$ cat src/rtl/ks_nibble_serial_add_ctrl.sv
`default_nettype none
// ============================================================================
//  Module      : ks_nibble_serial_add_ctrl
//  Description : WIDTH-bit adder that walks the operands one nibble per cycle
//                through a single shared 4-bit Kogge-Stone slice. The
//                inter-nibble carry is kept in a register. Operands arrive on
//                a valid/ready handshake and the result leaves on a second
//                one.
//                Optional feature macro: KS_SERIAL_SUB_EN adds a 'sub' input
//                that selects a-b (two's complement) instead of a+b+cin.
//  Revision    : 1.0 - initial release
// ============================================================================
module ks_nibble_serial_add_ctrl #(
    parameter int WIDTH = 16
) (
    input  logic             clk,
    input  logic             rst_n,
    input  logic             in_valid,
    output logic             in_ready,
    input  logic [WIDTH-1:0] a,
    input  logic [WIDTH-1:0] b,
    input  logic             cin,
`ifdef KS_SERIAL_SUB_EN
    input  logic             sub,
`endif
    output logic             out_valid,
    input  logic             out_ready,
    output logic [WIDTH-1:0] sum,
    output logic             cout,
    output logic             busy
);

    // Number of nibble steps; derived from WIDTH and not overridable.
    localparam int NIB     = WIDTH / 4;
    localparam int c_IDX_W = (NIB > 1) ? $clog2(NIB) : 1;

    localparam logic [c_IDX_W-1:0] c_LAST_IDX = c_IDX_W'(NIB - 1);

    localparam logic [1:0] c_ST_IDLE = 2'd0;
    localparam logic [1:0] c_ST_RUN  = 2'd1;
    localparam logic [1:0] c_ST_DONE = 2'd2;

    // Prefix carry operator cell: combines a high (g1,p1) span with the
    // adjacent lower (g0,p0) span. Returns {group generate, group propagate}.
    function automatic logic [1:0] carry_operator(
        input logic g1,
        input logic p1,
        input logic g0,
        input logic p0
    );
        carry_operator = {g1 | (p1 & g0), p1 & p0};
    endfunction

    logic [1:0]         r_state;
    logic [1:0]         w_state_nxt;
    logic [c_IDX_W-1:0] r_idx;
    logic [WIDTH-1:0]   r_a;
    logic [WIDTH-1:0]   r_b;
    logic               r_carry;
    logic [WIDTH-1:0]   r_sum;
    logic               r_cout;

    logic [3:0]         w_a_nib;
    logic [3:0]         w_b_nib;
    logic [3:0]         w_pbit;
    logic [4:0]         w_g;
    logic [4:0]         w_p;
    logic [4:0]         w_gn;
    logic [4:0]         w_pn;
    logic [3:0]         w_slice_sum;
    logic               w_slice_cout;
    logic               w_last;

    assign w_last = (r_idx == c_LAST_IDX);

    // Select the operand nibble addressed by the current step index.
    always_comb begin
        w_a_nib = '0;
        w_b_nib = '0;
        for (int i = 0; i < NIB; i++) begin
            if (r_idx == c_IDX_W'(i)) begin
                w_a_nib = r_a[i*4 +: 4];
                w_b_nib = r_b[i*4 +: 4];
            end
        end
    end

    // 4-bit Kogge-Stone slice. Position 0 of the prefix vectors holds the
    // carry-in as a pure generate; positions 1..4 hold operand bits 0..3.
    // After log2 levels, prefix position i is the carry into bit i and
    // position 4 is the slice carry-out.
    always_comb begin
        w_pbit = w_a_nib ^ w_b_nib;
        w_g    = {w_a_nib & w_b_nib, r_carry};
        w_p    = {w_pbit, 1'b0};
        w_gn   = w_g;
        w_pn   = w_p;
        for (int lv = 0; lv < 3; lv++) begin
            w_gn = w_g;
            w_pn = w_p;
            for (int k = 0; k < 5; k++) begin
                if (k >= (1 << lv)) begin
                    {w_gn[k], w_pn[k]} = carry_operator(w_g[k], w_p[k],
                                                        w_g[k - (1 << lv)],
                                                        w_p[k - (1 << lv)]);
                end
            end
            w_g = w_gn;
            w_p = w_pn;
        end
        w_slice_sum  = w_pbit ^ w_g[3:0];
        w_slice_cout = w_g[4];
    end

    // State register.
    always_ff @(posedge clk or negedge rst_n) begin
        if (!rst_n) begin
            r_state <= c_ST_IDLE;
        end else begin
            r_state <= w_state_nxt;
        end
    end

    // Next-state decode: accept in IDLE, step NIB times, hold until consumed.
    always_comb begin
        w_state_nxt = r_state;
        case (r_state)
            c_ST_IDLE: if (in_valid)  w_state_nxt = c_ST_RUN;
            c_ST_RUN:  if (w_last)    w_state_nxt = c_ST_DONE;
            c_ST_DONE: if (out_ready) w_state_nxt = c_ST_IDLE;
            default:                  w_state_nxt = c_ST_IDLE;
        endcase
    end

    // Handshake and status outputs decoded from the current state only.
    always_comb begin
        in_ready  = 1'b0;
        out_valid = 1'b0;
        busy      = 1'b0;
        case (r_state)
            c_ST_IDLE: in_ready = 1'b1;
            c_ST_RUN:  busy     = 1'b1;
            c_ST_DONE: begin
                out_valid = 1'b1;
                busy      = 1'b1;
            end
            default: ;
        endcase
    end

    // Operand capture, per-nibble result write-back and carry chaining.
    always_ff @(posedge clk or negedge rst_n) begin
        if (!rst_n) begin
            r_idx   <= '0;
            r_a     <= '0;
            r_b     <= '0;
            r_carry <= 1'b0;
            r_sum   <= '0;
            r_cout  <= 1'b0;
        end else begin
            case (r_state)
                c_ST_IDLE: begin
                    if (in_valid) begin
                        r_a   <= a;
                        r_idx <= '0;
`ifdef KS_SERIAL_SUB_EN
                        // Subtract as a + ~b + 1; cin is not used here.
                        r_b     <= sub ? ~b : b;
                        r_carry <= sub ? 1'b1 : cin;
`else
                        r_b     <= b;
                        r_carry <= cin;
`endif
                    end
                end
                c_ST_RUN: begin
                    for (int i = 0; i < NIB; i++) begin
                        if (r_idx == c_IDX_W'(i)) begin
                            r_sum[i*4 +: 4] <= w_slice_sum;
                        end
                    end
                    r_carry <= w_slice_cout;
                    if (w_last) begin
                        r_cout <= w_slice_cout;
                        r_idx  <= '0;
                    end else begin
                        r_idx <= r_idx + 1'b1;
                    end
                end
                default: ;
            endcase
        end
    end

    assign sum  = r_sum;
    assign cout = r_cout;

endmodule
`default_nettype wire

$ cat config.mk
export PLATFORM = sky130hd
export DESIGN_NAME = ks_nibble_serial_add_ctrl
export DESIGN_NICKNAME = d
export VERILOG_FILES = /design/src/rtl/ks_nibble_serial_add_ctrl.sv
export SDC_FILE = /design/constraint.sdc
export NUM_CORES = 1
export LEC_CHECK = 0
export ABC_AREA = 1
export CAP_MARGIN = 20
export CORE_MARGIN = 2
export CORE_UTILIZATION = 40
export DETAILED_ROUTE_END_ITERATION = 6
export PLACE_DENSITY = 0.65
export SYNTH_ARGS = -nofsm -noshare
export SYNTH_HDL_FRONTEND = slang
export SYNTH_SLANG_ARGS = --single-unit
$ cat constraint.sdc
create_clock -name clk -period 2.4 [get_ports clk]
set_clock_uncertainty 0.15 [all_clocks]
set_input_delay 0.24 -clock clk [delete_from_list [all_inputs] [get_ports clk]]
set_output_delay 0.24 -clock clk [all_outputs]
set_load 0.02 [all_outputs]
==> results.ini <==
[drt]
vias=2319
dr.pass1.iters=5
routed_via_density=4.90
wire_per_inst_um=13.1
drtIter0Drc=147
drt_wl_total_um=6210
ant_nets=0
drc=0

[worst_setup_path]
ff2ff_path_depth=11
crit_path_end_kind=register
crit_fanout=5
reg2reg_from=r_idx[1]
critPathLaunchType=register
worstPathRequired_ns=2.44
r2r_end=sum[1]
reg2reg_slack_ns=0.07
crit_type=reg2reg
crit_arrival_ns=2.37

[clock_network]
cts_root_buf=clkbuf_8
clock-sinks=54
htreeDepth=2
insertion_delay_ns=0.31
cts_tree=built
clkTransAtPathRegs_ns=0.10
clk_path_buf_depth=2
cts_buffers=5

[floorplanning]
core-area_um2=6350
rows=29
initial_core_util_pct=41.3
fp.dieH_um=85.0
dieArea_um2=7230
die_x_um=85.0
io_pins=57

[logic_synthesis]
synthSimpleGateAreaFrac_pct=28.8
synth_compound_area_share_pct=8.06
yosysTopAreaCellShare_pct=51.5
synth_xor_xnor_area_share_pct=0.334
synth_mux_area_share_pct=0
synth_cells=328
seq_area_frac_synth_pct=51.5
synth_top_family_by_area=simple AND/OR/NAND/NOR gates
yosys_warnings=0
syn_nets=377
synth_top_area_cell=dfrtp_1
synth_cell_types=19
ys_seq_elements=54
synth_fa_ha_area_share_pct=6.01
synth_area_per_cell_um2=8.00
synthesis.area_um2=2630
synthTopCellsByArea=dfrtp_1 51%, nand2_1 22%, ha_1 5.2%

[pwr]
switching_share_pct=43.0
p_leak_nw=1.82
p_int_mw=3.25
power_density_nw_per_um2=1560
vdd_drop_max_mv=0.771
power_frac_clock_pct=13.1
comb_power_share_pct=58.5
p_seq_share_pct=28.4
p_switching_mw=2.45

[sta]
rsz0062_at_grt=true
worst_slew_pin_slew_ns=0.573
fmax_mhz=430
hold_viol_final=0
holdWs_ns=0.297
drv_slew=0
setup_violations=0
fin_crit_sh_pct=96.9
relSlewSlack_pct=61.8
timing.final.ws_setup_ns=0.0746
fin_crit_ns=2.33

[final_layout]
syn_to_final_growth_pct=39.8
diodes=0
nets=444
drive_gt1_share_pct=16.2

[flow_run]
maxCapViolCount=0

[place]
portBuffers=56
gp_congestion=0.830
hpwl_um=4320
pre_cts_slack_ns=-0.0207

[global_routing]
antenna_found_initial=0
grt_pass1_vias=2192
track_usage_pct=16.8
grt_overflow_total=0
grt_pass1_wl_um=9920
grt_max_degree=33

[hold_path]
min_path_type=in2async

[outcome]
status=finished clean

## flip-flops by register name, summed over array words and instances, names as in the netlist
signal   flops
r_a         16
r_carry      1
r_state      2
cout         1
r_b         16
r_idx        2
sum         16
## cell families (layout without fill, tap and decap cells)
logic type,count (synthesis),in the layout
compound gates,40,40
flops,54,54
fa+ha+maj,12,12
buf+inv,31,99
xor+xnor,1,1
simple gates,190,190
## synthesized netlist by cell type
library cell and count:
nand3_1 18, ha_1 11, xnor2_1 1, buf_2 7
nand2_2 1, nand3b_1 2, inv_1 19, nor2_1 11
or2_4 1, o211ai_2 1, o21ai_0 20, nand2_1 155
inv_2 1, dfrtp_1 54, nand4_1 2, a21oi_1 18
fa_1 1, o21ai_2 1, buf_4 4
## routing by layer
| layer | part of all wire [%] | global-route usage (%) |
|---|---|---|
| met5 | 0 | 0 |
| met4 | 0.79 | 2.45 |
| met3 | 4.1 | 3.50 |
| met2 | 47 | 27.8 |
| met1 | 48 | 23.4 |
## worst max-delay path, cell delays in order, from the launching register on
cell and delay [ns]:
dfrtp_1 0.44, inv_2 0.10, ha_4 0.18, buf_2 0.15, a21oi_1 0.13, nand2_1 0.07
o21ai_2 0.06, a21oi_2 0.10, fa_2 0.36, buf_4 0.16, xnor2_4 0.21, o21ai_1 0.09
## power by group through the flow
stage,clock network (mW),logic (mW),registers (mW)
after floorplan,0,1.65,1.68
after global placement,0,2.50,1.61
after detailed placement,0,2.55,1.61
after CTS,0.751,2.59,1.60
after global routing,0.798,3.70,1.67
final,0.747,3.34,1.62
## metrics by stage
step	instances	setup TNS, ns	power (mW)	util (%)	instance area [µm²]
after global placement	457	0	4.11	51.8	3290
after CTS	468	-0.00599	4.94	54.5	3460
after global routing	473	-0.567	6.17	57.8	3670
final	473	0	5.71	57.8	3670
after floorplan	328	0	3.34	-	2630
after detailed placement	457	-0.0270	4.17	51.8	3290
## layout by cell type, fill, tap and decap left out
master / instances
a21oi_2: 12
dlygate4sd3_1: 1
nand2_2: 5
dfrtp_1: 54
o21ai_1: 6
fa_2: 1
inv_1: 13
nor2_1: 11
bufinv_16: 2
o21ai_0: 10
nand3_2: 2
o211ai_2: 1
ha_4: 5
buf_6: 3
nand4_1: 2
clkbuf_8: 6
or2_4: 1
buf_2: 2
nand3b_1: 2
xnor2_4: 1
ha_1: 5
nand2_1: 151
clkdlybuf4s50_1: 55
ha_2: 1
a21oi_1: 6
inv_2: 7
nand3_1: 16
o21ai_2: 5
buf_4: 8
buf_12: 2
## how the worst max path moves through the flow
stage / from / to / slack (ns) / depth (start not counted)
after floorplan: r_idx[0] / sum[11] / 0.17 / 11
after global placement: r_idx[0] / sum[7] / 0.04 / 12
after detailed placement: r_idx[1] / sum[1] / -0.02 / 10
after CTS: r_idx[1] / sum[1] / -0.006 / 10
after global routing: r_idx[0] / r_carry / -0.11 / 14
final: r_idx[1] / sum[1] / 0.07 / 11
## area by class of cell
cell class	count	area, µm²
clock inverter	2	60.1
multi-input combinational	243	1300
inverter	20	75.1
timing repair buffer	71	704
fill	569	2680
tap	77	96.3
sequential	54	1350
clock buffer	6	82.6
## repair_timing
action                                  CTS  global route
hold buffers                              1             0
buffers inserted                          2             3
endpoints found under the setup margin    8            18
resized for setup                         1            54
hold endpoints to repair                 24             0
gates cloned                              0             2
pin swaps                                 0            19
No activity file was read; power rests on OpenSTA's default activity.
